File: config.mk
export PLATFORM = sky130hd
export DESIGN_NAME = compare_alarm_monitor
export DESIGN_NICKNAME = d
export VERILOG_FILES = /design/src/rtl/compare_alarm_monitor.sv
export SDC_FILE = /design/constraint.sdc
export NUM_CORES = 1
export LEC_CHECK = 0
export BUFFER_PORTS_ARGS = -buffer_cell sky130_fd_sc_hd__buf_4
export CORE_ASPECT_RATIO = 0.8
export CORE_MARGIN = 4
export CORE_UTILIZATION = 25
export DETAILED_ROUTE_END_ITERATION = 8
export SLEW_MARGIN = 10
export SYNTH_ARGS = -nofsm -noshare
export SYNTH_HDL_FRONTEND = slang
export SYNTH_SLANG_ARGS = --single-unit
File: constraint.sdc
create_clock -name clk -period 3.99 [get_ports clk]
set_input_delay 0.399 -clock clk [delete_from_list [all_inputs] [get_ports clk]]
set_output_delay 0.399 -clock clk [all_outputs]
set_load 0.005 [all_outputs]
File: src/rtl/compare_alarm_monitor.sv
// Debounced alarm monitor fed by a one-hot less/equal/greater comparator.
// Raises alarm after TRIP_CYCLES consecutive sampled "greater" results and
// drops it after CLEAR_CYCLES consecutive sampled "less" results. Also keeps
// a saturating trip counter and a sticky flag for non-one-hot comparator
// samples. Every output comes straight from a flop.
module compare_alarm_monitor #(
    parameter int TRIP_CYCLES  = 4,
    parameter int CLEAR_CYCLES = 3,
    parameter int CNT_W        = 4,
    parameter int EVT_W        = 8
) (
    input  logic             clk,
    input  logic             rst,
    input  logic             sample_en,
    input  logic             less,
    input  logic             equal,
    input  logic             greater,
    input  logic             clr_stats,
    output logic             alarm,
    output logic             trip_pulse,
    output logic             clear_pulse,
    output logic [EVT_W-1:0] trip_cnt,
    output logic             onehot_err,
    output logic [1:0]       state_o
);

    typedef enum logic [1:0] {
        NORMAL    = 2'd0,
        ARMING    = 2'd1,
        ALARM_ST  = 2'd2,
        DISARMING = 2'd3
    } state_t;

    localparam logic [CNT_W-1:0] TRIP_L  = CNT_W'(TRIP_CYCLES);
    localparam logic [CNT_W-1:0] CLEAR_L = CNT_W'(CLEAR_CYCLES);
    localparam logic [EVT_W-1:0] EVT_MAX = '1;

    state_t           state, state_n;
    logic [CNT_W-1:0] run, run_n, run_inc;
    logic             onehot, is_g, is_l, is_x;
    logic             alarm_d, trip_d, clear_d, err_d;
    logic [EVT_W-1:0] cnt_d;

    // Classify the sampled comparator flags; X samples behave like E.
    always_comb begin
        onehot  = (less ^ equal ^ greater) & ~(less & equal & greater);
        is_g    = sample_en & greater & ~less & ~equal;
        is_l    = sample_en & less & ~equal & ~greater;
        is_x    = sample_en & ~onehot;
        run_inc = run + 1'b1;
    end

    // Next-state and run-length logic; nothing moves on unsampled cycles.
    always_comb begin
        state_n = state;
        run_n   = run;
        if (sample_en) begin
            case (state)
                NORMAL: begin
                    if (is_g) begin
                        run_n   = 1'b1;
                        state_n = (TRIP_CYCLES == 1) ? ALARM_ST : ARMING;
                    end else begin
                        run_n = '0;
                    end
                end
                ARMING: begin
                    if (is_g) begin
                        run_n = run_inc;
                        if (run_inc == TRIP_L) state_n = ALARM_ST;
                    end else begin
                        run_n   = '0;
                        state_n = NORMAL;
                    end
                end
                ALARM_ST: begin
                    if (is_l) begin
                        run_n   = 1'b1;
                        state_n = (CLEAR_CYCLES == 1) ? NORMAL : DISARMING;
                    end else begin
                        run_n = '0;
                    end
                end
                default: begin
                    if (is_l) begin
                        run_n = run_inc;
                        if (run_inc == CLEAR_L) state_n = NORMAL;
                    end else begin
                        run_n   = '0;
                        state_n = ALARM_ST;
                    end
                end
            endcase
        end
    end

    // Next values of the registered outputs, derived from the transition.
    always_comb begin
        alarm_d = (state_n == ALARM_ST) || (state_n == DISARMING);
        trip_d  = (state_n == ALARM_ST) && ((state == NORMAL) || (state == ARMING));
        clear_d = (state_n == NORMAL) && ((state == ALARM_ST) || (state == DISARMING));
        cnt_d   = trip_cnt;
        if (clr_stats) begin
            cnt_d = trip_d ? EVT_W'(1) : '0;
        end else if (trip_d && (trip_cnt != EVT_MAX)) begin
            cnt_d = trip_cnt + 1'b1;
        end
        // A fresh illegal sample wins over a simultaneous clear.
        err_d = is_x ? 1'b1 : (clr_stats ? 1'b0 : onehot_err);
    end

    // State register and output flops; reset overrides everything.
    always_ff @(posedge clk) begin
        if (rst) begin
            state       <= NORMAL;
            run         <= '0;
            alarm       <= 1'b0;
            trip_pulse  <= 1'b0;
            clear_pulse <= 1'b0;
            trip_cnt    <= '0;
            onehot_err  <= 1'b0;
        end else begin
            state       <= state_n;
            run         <= run_n;
            alarm       <= alarm_d;
            trip_pulse  <= trip_d;
            clear_pulse <= clear_d;
            trip_cnt    <= cnt_d;
            onehot_err  <= err_d;
        end
    end

    assign state_o = state;

endmodule

; ---- Word-level counts from Yosys, hierarchy flattened
; Index checks and enable logic that the tools add are counted.
[word_totals]
latchBits = 0
n_memories = 0
mem_bits_rw = 0
input_bits = 7
wordCells = 62
ff_bits = 18
output_inout_bits = 14
romBits = 0
[classes]
n_eq_ne = 8
addsub = 2
bitwise_logic = 17
n_div = 0
mux = 18
mul = 0
magnitude_cmp = 0
shifts = 0
n_reduce_logical = 10
[ops]
columns = operator, count
row1 = $mux W8, 2
row2 = $mux W2, 7
row3 = $pmux W4 S3, 1
row4 = $and A1 B1 Y1, 10
row5 = $add A8 B1 Y8 const B, 1
row6 = $eq A2 B2 Y1 const B, 4
row7 = $mux W4, 2
row8 = $ne A8 B8 Y1 const B, 1
row9 = $pmux W2 S3, 1
row10 = $mux W1, 5
row11 = $not A1 Y1, 5
row12 = $add A4 B1 Y4 const B, 1
row13 = $eq A4 B2 Y1 const B, 1
row14 = $eq A4 B3 Y1 const B, 1
row15 = $logic_not A2 Y1, 2
row16 = $reduce_bool A2 Y1, 2
row17 = $logic_and A1 B1 Y1, 3
row18 = $logic_or A1 B1 Y1, 3
row19 = $eq A2 B1 Y1 const B, 1
row20 = $xor A1 B1 Y1, 2

; ---- Depth between registers and ports, before layout
; Gate-level depths: netlist of run 1.
[depth]
ltp_word = 11
ltp_mapped = 7
mapped_depth_nobuf = 5

; ---- Least setup slack after synthesis of run 1
; Ideal clock, no wire load.
[synth_path]
kind = reg-to-reg
from = reg run[1]
to = reg trip_cnt[7]
setup_slack_ns = 2.214
arrival_time_ns = 1.659
path_stages_with_launch = 7
period_less_slack_ns = 1.776
setup_ns = 0.116
required_ns = 3.874
path_buffers = 1
path_cell_list = dfxtp_1 > ha_1 > nor3b_2 > nand4bb_1 > buf_2 > or4_1 > o211a_1
[synth_via]
elab_chain_cells = 10
elab_cells_between_ends = 13
cone_classes = add/sub (1) / eq/ne (3) / mux (6) / reduce/logical (3)
[synth_rtl]
columns = element, line_no
row1 = "start, declared", 39  ; logic [CNT_W-1:0] run, run_n, run_inc;
row2 = "start signal, assigned", 124  ; run <= run_n;
row3 = $add A4 B1 Y4 (*), 50  ; run_inc = run + 1'b1;
row4 = $eq A4 B2 Y1 or $eq A4 B3 Y1 (tied branches), "87, 70"
row5 = "$mux W2, on equally long branches", "87, 70"
row6 = "$mux W2, on equally long branches", "85, 68"
row7 = $pmux W2 S3 (*), 58  ; case (state)
row8 = $mux W2 (*), 57  ; if (sample_en) begin
row9 = $eq A2 B2 Y1 (*), 100  ; trip_d = (state_n == ALARM_ST) && ((state == NORMAL) || (state == ARMING));
row10 = $logic_and A1 B1 Y1 (*), 100
row11 = $logic_and A1 B1 Y1 (*), 105  ; end else if (trip_d && (trip_cnt != EVT_MAX)) begin
row12 = $reduce_bool A2 Y1 (no source line) (*), --
row13 = "end signal, assigned", 128  ; trip_cnt <= cnt_d;
row14 = "end, declared", 22  ; output logic [EVT_W-1:0] trip_cnt,
; Mark *: on every way between the ends. The rest lies on a longest branch, timed or not.
; A chain may end at the register's enable or synchronous reset.

; ---- Worst setup path in the final report of run 1
; Same ends and word-level chain as after synthesis.

==> implementation parameters, run 1 <==
Parameter                              Value

GRT
  Met2 Resource Use GR ... 15.36%
  GRT Residual Overflow ... 0
  Grt met3 use ... 1.111%
  Gr usage total ... 9.826%
  Vias in the first global route ... 876
  Most congested layer reported by global routing ... met2
  Number of antenna violations at the first check in global routing ... 0
  Pin count of the biggest net entering global routing ... 20
  Met1 GRT Util ... 14.02%
  Wire length of the first global-routing pass ... 4.153 mm

Yosys
  Synth Register Bits ... 18
  Synthesized netlist cell count ... 117
  Share of Yosys cell area claimed by the top area cell type ... 36.23%
  Synth Warn # ... 0
  Mean area per synthesized cell ... 8.502 um2
  Predominant post-synthesis flop cell ... dfxtp_1
  Fraction of the yosys area taken by sequential cells ... 36.23%
  Number of enable-type register cells in the synthesized netlist ... 0
  Post-synthesis cell type with the largest combined area ... dfxtp_1
  Count of different cell masters after synthesis ... 39
  Top cells by count, synth ... 18 x dfxtp_1, 11 x a21oi_1, 7 x inv_1, 7 x nand2_1
  Net count of the mapped netlist ... 128
  Library cell with the highest instance count after synthesis ... dfxtp_1
  Synthesized cell area ... 994.7 um2
  Post-synthesis async set-or-reset flop share ... 0%
  Area contributors post-synth ... dfxtp_1 36%, a21oi_1 5.5%, ha_1 5.0%

STA
  Final setup vio count ... 0
  Final count of hold timing violations ... 0
  Period minus WS final ... 2.442 ns
  RSZ-0062 raised after global routing ... no
  Slew at the pin closest to its max-slew limit ... 0.6968 ns
  Final sum of negative setup slack ... 0 ns
  Setup skew after layout ... 0.004179 ns
  Fmax ... 409.6 MHz
  Max-Slew Margin vs Limit ... 53.28%
  Final period util ... 61.19%
  Number of slew-limit violations in the final report ... 0

Min path
  Worst hold path endpoint ... run[1]
  Worst hold path depth ... 2
  Hold path start ... rst
  Worst hold-check path type ... input port to register

Route
  Overall routed net length ... 2.397 mm
  First-pass DRT Iterations ... 4
  Total DRC errors in the routed layout ... 0
  DR vias ... 933
  DR WL/cell ... 12.55 um
  Count of routing violations after the opening detailed-route iteration ... 43
  Detail Route Antenna Nets ... 0
  Ratio of routed vias to standard cells ... 4.885

Placement
  Weighted congestion reported at the end of routability-driven placement ... 0.8758
  # port buffers ... 20
  Total half-perimeter wirelength after legalization and detailed placement ... 1.786 mm

Critical path
  Critical R2R Launch ... run[1]
  Series of cell instances along the critical path ... ha_1, nor3b_2, nand4bb_1, or4_1, o211a_1
  Crit path largest cell delay ... 0.71 ns
  Critical path's top delay family ... simple AND/OR/NAND/NOR gates
  Capturing element type of the critical path ... register
  Cell with the largest stage delay on the worst path ... or4_1
  Required time worst endpoint ... 4.14 ns
  Depth of the worst register-to-register path ... 5
  Data arrival time of the worst path ... 2.59 ns
  Crit path buf inv count ... 0
  Peak fanout along the critical path ... 19
  Reg2Reg Capture Point ... trip_cnt[7]
  Worst setup path class ... register to register
  CP Launch Type ... register
  Setup slack on the worst flop-to-flop path ... 1.55 ns

Floorplan
  Core Box Area ... 3829 um2
  Floorplan die area ... 5059 um2
  Horizontal die dimension ... 78.53 um
  Chip height ... 64.42 um
  IO Count ... 21
  Row count ... 20
  Initial cell density of the core ... 25.98%

Cells and area
  Total Nets Final ... 148
  Area Overhead vs Synth ... 24.78%
  # diodes ... 0
  Fraction of final layout cells with drive strength greater than 1 ... 19.12%

Clocking
  Hold-fix buffers, CTS ... 0
  TritonCTS clock tree ... built
  Clock buffers created by TritonCTS ... 3
  Worst-Skew Late Latency ... 0.26 ns
  Number of buffers between clock root and the deepest sink ... 2
  CTS Root Buffer Type ... clkbuf_8
  Number of sinks driven by the clock tree ... 18
  Setup bufs post-CTS ... 0
  Clock Pin Slew Worst Setup and Hold Paths ... 0.07 ns
  Number of gates resized after CTS ... 0
  Number of H-tree levels ... 1

Outcome
  Outcome ... completed

Power
  Static power due to leakage ... 0.4627 nW
  Total power divided by cell area ... 288.3 nW/um2
  Final Total Pwr ... 357.9 uW
  Worst supply voltage drop on vdd ... 92.33 uV

Flow run
  Maximum Capacitance Violations ... 0
-- registers in the layout, indices dropped and copies added (netlist names) --
register and flops:
state_o 2, trip_pulse 1, trip_cnt 8, clear_pulse 1
alarm 1, run 4, onehot_err 1
-- cells by family after synthesis --
logic type	Yosys count	synth area share (%)
compound gates	35	23.65
fa+ha+maj	4	5.032
buf+inv	12	5.409
flops	18	36.23
simple gates	48	29.69
-- stage by stage --
step / instance area (um2) / util [%] / setup slack [ns] / cells / hold slack, ns
after floorplan: 994.7 / - / 2.214 / 117 / 0.4849
after global placement: 1186 / 30.98 / 1.731 / 187 / 0.5005
after detailed placement: 1186 / 30.98 / 1.596 / 187 / 0.5098
after CTS: 1241 / 32.42 / 1.582 / 191 / 0.3954
after global routing: 1241 / 32.42 / 1.409 / 191 / 0.4021
final: 1241 / 32.42 / 1.548 / 191 / 0.3982
-- how the worst max path moves through the flow --
| stage | cells after the start | to | start | slack [ns] |
|---|---|---|---|---|
| after global placement | 5 | trip_cnt[7] | run[1] | 1.73 |
| after CTS | 5 | trip_cnt[7] | run[0] | 1.58 |
| final | 5 | trip_cnt[7] | run[1] | 1.55 |
| after global routing | 5 | trip_cnt[7] | run[0] | 1.41 |
| after detailed placement | 5 | trip_cnt[7] | run[0] | 1.60 |
| after floorplan | 6 | trip_cnt[7] | run[1] | 2.21 |
-- final cells by class --
class / count / area (um2)
Sequential cell: 18 / 360.3
Multi-Input combinational cell: 87 / 580.6
Fill cell: 396 / 2587
Inverter: 7 / 26.28
Tap cell: 55 / 68.82
Clock buffer: 4 / 55.05
Timing Repair Buffer: 20 / 150.1
-- worst reg2reg max path: stages, from the launching register on --
cell and delay [ns]:
dfxtp_1 0.42, ha_1 0.25, nor3b_2 0.22, nand4bb_1 0.59
or4_1 0.71, o211a_1 0.15
-- placed cells by master, fill, tap and decap left out --
cell type | synthesis | layout
ha_1 | 4 | 4
nand3_1 | 6 | 6
nand2b_1 | 5 | 5
inv_1 | 7 | 7
nand2_1 | 7 | 7
nor4_1 | 1 | 1
and3_1 | 1 | 1
or4_1 | 4 | 4
o31ai_1 | 5 | 5
a21oi_1 | 11 | 11
nor4bb_1 | 1 | 1
nand3b_1 | 4 | 4
nand4bb_1 | 1 | 1
a21bo_2 | 1 | 1
nor3_1 | 2 | 2
o211a_1 | 1 | 1
nor3b_1 | 1 | 1
a2bb2oi_1 | 1 | 1
and2_1 | 1 | 1
nor3b_2 | 1 | 1
nor2_1 | 6 | 6
a211oi_1 | 1 | 1
a41oi_1 | 2 | 2
or3_1 | 1 | 1
o41ai_1 | 1 | 1
o21ai_0 | 5 | 5
or2b_1 | 1 | 1
o211ai_1 | 2 | 2
o311ai_0 | 2 | 2
clkbuf_8 | 0 | 4
dfxtp_1 | 18 | 18
a22oi_1 | 1 | 1
buf_4 | 0 | 20
o2111ai_1 | 1 | 1
and4_1 | 3 | 3
or3b_1 | 1 | 1
nor2b_1 | 1 | 1
a31oi_1 | 1 | 1
-- power by group --
part / switching, mW / internal, mW / total, mW
Sequential: 0.00148 / 0.181 / 0.182
Clock: 0.0642 / 0.0878 / 0.152
Combinational: 0.0123 / 0.0111 / 0.0235
-- layer usage --
layer / up-vias / wire [um]
met5: - / 0
met4: 0 / 20
met3: 3 / 117
met2: 30 / 1033
met1: 416 / 1226
li1: 484 / -
No activity file was read; power rests on OpenSTA's default activity.
==> run 2, diff against run 1 <==
Settings changed: ABC_AREA set to 1.
Clock period 3.99 ns to 2.4 ns, I/O delays scaled along.
==> run 2 against run 1 <==
Cell count up 17%; utilization increased by 0.49 points; combinational power up 63%; routed wire length decreased by 7.7%; clock skew is essentially flat; non-clock buffer count is the same; sequential share of layout area is 0.43 points lower; hold slack got worse by 0.15 ns; count of clock-buffer cells in the layout unchanged; via count grew 2.8%; synthesized cell count rose by 25%; die area increased by 0.55%; critical path type unchanged.
==> implementation parameters, run 2 <==
Parameter                              Value

Route
  Ratio of routed vias to standard cells ... 4.300 (was 4.885)
  First-pass DRT Iterations ... 4 (unchanged)
  Total DRC errors in the routed layout ... 0 (unchanged)
  Count of routing violations after the opening detailed-route iteration ... 25 (was 43)
  DR WL/cell ... 9.919 um (was 12.55 um)
  DR vias ... 959 (was 933)
  Detail Route Antenna Nets ... 0 (unchanged)
  Overall routed net length ... 2.212 mm (was 2.397 mm)

Critical path
  Data arrival time of the worst path ... 1.83 ns (was 2.59 ns)
  Reg2Reg Capture Point ... trip_cnt[6] (was trip_cnt[7])
  Required time worst endpoint ... 2.55 ns (was 4.14 ns)
  Setup slack on the worst flop-to-flop path ... 0.73 ns (was 1.55 ns)
  Peak fanout along the critical path ... 13 (was 19)
  CP Launch Type ... register (unchanged)
  Worst setup path class ... register to register (unchanged)
  Critical R2R Launch ... run[1] (unchanged)
  Capturing element type of the critical path ... register (unchanged)
  Depth of the worst register-to-register path ... 7 (was 5)
  Launching element of the worst setup path ... run[1] (unchanged)

STA
  Number of slew-limit violations in the final report ... 0 (unchanged)
  Final setup vio count ... 0 (unchanged)
  Fmax ... 597.3 MHz (was 409.6 MHz)
  Final hold slack ... 0.2446 ns (was 0.3982 ns)
  Setup skew after layout ... 0.003693 ns (was 0.004179 ns)
  Slew at the pin closest to its max-slew limit ... 0.3670 ns (was 0.6968 ns)
  Final count of hold timing violations ... 0 (unchanged)
  RSZ-0062 raised after global routing ... no (unchanged)
  Max-Slew Margin vs Limit ... 75.44% (was 53.28%)
  Final sum of negative setup slack ... 0 ns (unchanged)
  Period minus WS final ... 1.674 ns (was 2.442 ns)
  Final period util ... 69.76% (was 61.19%)

Cells and area
  Finished Cell Area ... 1260 um2 (was 1241 um2)
  Fill cells ... 404 (was 396)
  Flip-flop count of the largest register, all copies and words added ... 8 (unchanged)
  Area Overhead vs Synth ... 25.88% (was 24.78%)
  Total Nets Final ... 180 (was 148)
  Total area of multi-input combinational cells ... 539.3 um2 (was 580.6 um2)
  Register bank with the most flops ... trip_cnt (unchanged)
  Fraction of final layout cells with drive strength greater than 1 ... 19.05% (was 19.12%)
  Seq. cell area ... 360.3 um2 (unchanged)
  Commonest non-fill, non-tap cell in the layout ... nand2_1 (was buf_4)
  Most frequent cells in the layout ... 34 x nand2_1, 22 x inv_1, 20 x buf_4 (was 20 x buf_4, 18 x dfxtp_1, 11 x a21oi_1)
  # diodes ... 0 (unchanged)

GRT
  Number of antenna violations at the first check in global routing ... 0 (unchanged)
  Gr usage total ... 9.997% (was 9.826%)
  GRT Residual Overflow ... 0 (unchanged)
  Vias in the first global route ... 909 (was 876)
  Wire length of the first global-routing pass ... 4.008 mm (was 4.153 mm)
  Pin count of the biggest net entering global routing ... 14 (was 20)

Yosys
  Synthesized netlist cell count ... 146 (was 117)
  Portion of netlist area occupied by mux cells ... 0% (unchanged)
  Count of different cell masters after synthesis ... 23 (was 39)
  Library cell with the highest instance count after synthesis ... nand2_1 (was dfxtp_1)
  Fraction of the yosys area taken by sequential cells ... 36.00% (was 36.23%)
  Predominant post-synthesis flop cell ... dfxtp_1 (unchanged)
  Number of enable-type register cells in the synthesized netlist ... 0 (unchanged)
  Post-synthesis cell type with the largest combined area ... dfxtp_1 (unchanged)
  Synth Register Bits ... 18 (unchanged)
  Area fraction in and, or, nand and nor cells after synthesis ... 38.38% (was 29.69%)
  Synth Warn # ... 0 (unchanged)
  Share of Yosys cell area claimed by the top area cell type ... 36.00% (was 36.23%)
  Top cells by count, synth ... 34 x nand2_1, 22 x inv_1, 18 x dfxtp_1 (was 18 x dfxtp_1, 11 x a21oi_1, 7 x inv_1, 7 x nand2_1)
  Mean area per synthesized cell ... 6.856 um2 (was 8.502 um2)
  Net count of the mapped netlist ... 157 (was 128)
  XOR/XNOR share of the synthesized area ... 1.750% (was 0%)
  Synthesized cell area ... 1001 um2 (was 994.7 um2)
  Area contributors post-synth ... dfxtp_1 36%, nand2_1 13%, inv_1 8.3% (was dfxtp_1 36%, a21oi_1 5.5%, ha_1 5.0%)
  Largest family of logic cells by synthesized area ... simple AND/OR/NAND/NOR gates (unchanged)
  Post-synthesis async set-or-reset flop share ... 0% (unchanged)
  Area share of fa/ha/maj cells after synthesis ... 5.000% (was 5.031%)
  Compound-Gate Fraction of Synth Area ... 8.750% (was 23.65%)

Floorplan
  Row count ... 20 (unchanged)
  Floorplan die area ... 5087 um2 (was 5059 um2)
  IO Count ... 21 (unchanged)
  Horizontal die dimension ... 78.75 um (was 78.53 um)
  Initial cell density of the core ... 26.14% (was 25.98%)
  Chip height ... 64.60 um (was 64.42 um)
  Core Box Area ... 3829 um2 (unchanged)

Power
  Net switching share of the total power ... 21.67% (was 21.82%)
  Fraction of power consumed by sequential logic ... 51.3% (was 51.0%)
  Worst supply voltage drop on vdd ... 202.5 uV (was 92.33 uV)
  Switching component of the power ... 128.3 uW (was 78.08 uW)
  Internal power ... 463.7 uW (was 279.8 uW)
  Portion of total power attributed to combinational logic ... 6.5% (was 6.6%)
  Total power divided by cell area ... 469.8 nW/um2 (was 288.3 nW/um2)
  Clock group share of total power ... 42.3% (was 42.5%)
  Static power due to leakage ... 0.5258 nW (was 0.4627 nW)

Clocking
  Setup bufs post-CTS ... 0 (unchanged)
  CTS Root Buffer Type ... clkbuf_8 (unchanged)
  TritonCTS clock tree ... built (unchanged)
  Clock buffers created by TritonCTS ... 3 (unchanged)
  Number of sinks driven by the clock tree ... 18 (unchanged)
  Hold-fix buffers, CTS ... 0 (unchanged)
  Number of gates resized after CTS ... 0 (unchanged)
  Number of H-tree levels ... 1 (unchanged)
  Worst-Skew Late Latency ... 0.26 ns (about the same)
  Number of buffers between clock root and the deepest sink ... 2 (unchanged)
  Clock Pin Slew Worst Setup and Hold Paths ... 0.07 ns (about the same)

Min path
  Worst hold path depth ... 2 (unchanged)
  Worst hold-check path type ... input port to register (unchanged)
  Worst hold path endpoint ... trip_cnt[1] (was run[1])
  Hold path start ... rst (unchanged)

Flow run
  Maximum Capacitance Violations ... 0 (unchanged)

Placement
  Weighted congestion reported at the end of routability-driven placement ... 0.7635 (was 0.8758)
  Total half-perimeter wirelength after legalization and detailed placement ... 1.717 mm (was 1.786 mm)
  # port buffers ... 20 (unchanged)
  Placement-stage cell area ... 1205 um2 (was 1186 um2)

Outcome
  Outcome ... completed (unchanged)
## run 2: how the worst max path moves through the flow
stage | endpoint | depth (start not counted)
after detailed placement | trip_cnt[6] | 7
after floorplan | trip_cnt[4] | 8
after global routing | trip_cnt[6] | 7
after global placement | trip_cnt[6] | 7
final | trip_cnt[6] | 7
after CTS | trip_cnt[6] | 7
## run 2: layout make-up
| type | count | area share [%] |
|---|---|---|
| inverters | 23 | 6.852 |
| well taps | 55 | 5.462 |
| clock buffers | 4 | 4.369 |
| multi-input cells | 103 | 42.80 |
| repair buffers | 20 | 11.92 |
| flip-flops and latches | 18 | 28.60 |
## run 2: cell families (layout without fill, tap and decap cells)
family,after synthesis,count (layout)
compound gates,17,17
xor+xnor,2,2
fa+ha+maj,4,4
buf+inv,25,47
flops,18,18
simple gates,80,80
## run 2: power by group through the flow
stage	Sequential, mW	Combinational, mW	Clock [mW]
CTS	0.304	0.0388	0.259
finish	0.303	0.0383	0.250
floorplan	0.310	0.0203	0
detailed placement	0.310	0.0389	0
global route	0.304	0.0446	0.271
global placement	0.310	0.0388	0
## run 2: per-layer routing
| layer | share of wire [%] | vias up | GRT usage [%] |
|---|---|---|---|
| met2 | 38 | 35 | 14.62 |
| met4 | 0.63 | 0 | 4.585 |
| met1 | 55 | 404 | 13.37 |
| met5 | 0 | - | 0 |
| li1 | - | 518 | - |
| met3 | 6.5 | 2 | 3.056 |
## run 2: metrics by stage
stage          power [mW]  setup slack (ns)  std cells  utilization, %
6_report           0.5919            0.7258        223           32.91
5_1_grt            0.6192            0.5733        223           32.91
4_1_cts            0.6012            0.7436        223           32.91
3_5_place_dp       0.3493            0.7557        219           31.47
3_3_place_gp       0.3492            0.8225        219           31.47
2_1_floorplan      0.3303             1.024        146               -
## run 2: worst max-delay path: stages, from the launching register on
cell and delay [ns]:
dfxtp_1 0.43, ha_1 0.21, nand2_1 0.07, nand3b_2 0.23, nor2_4 0.27, nand2_2 0.13
o21ai_0 0.16, nor2_1 0.05
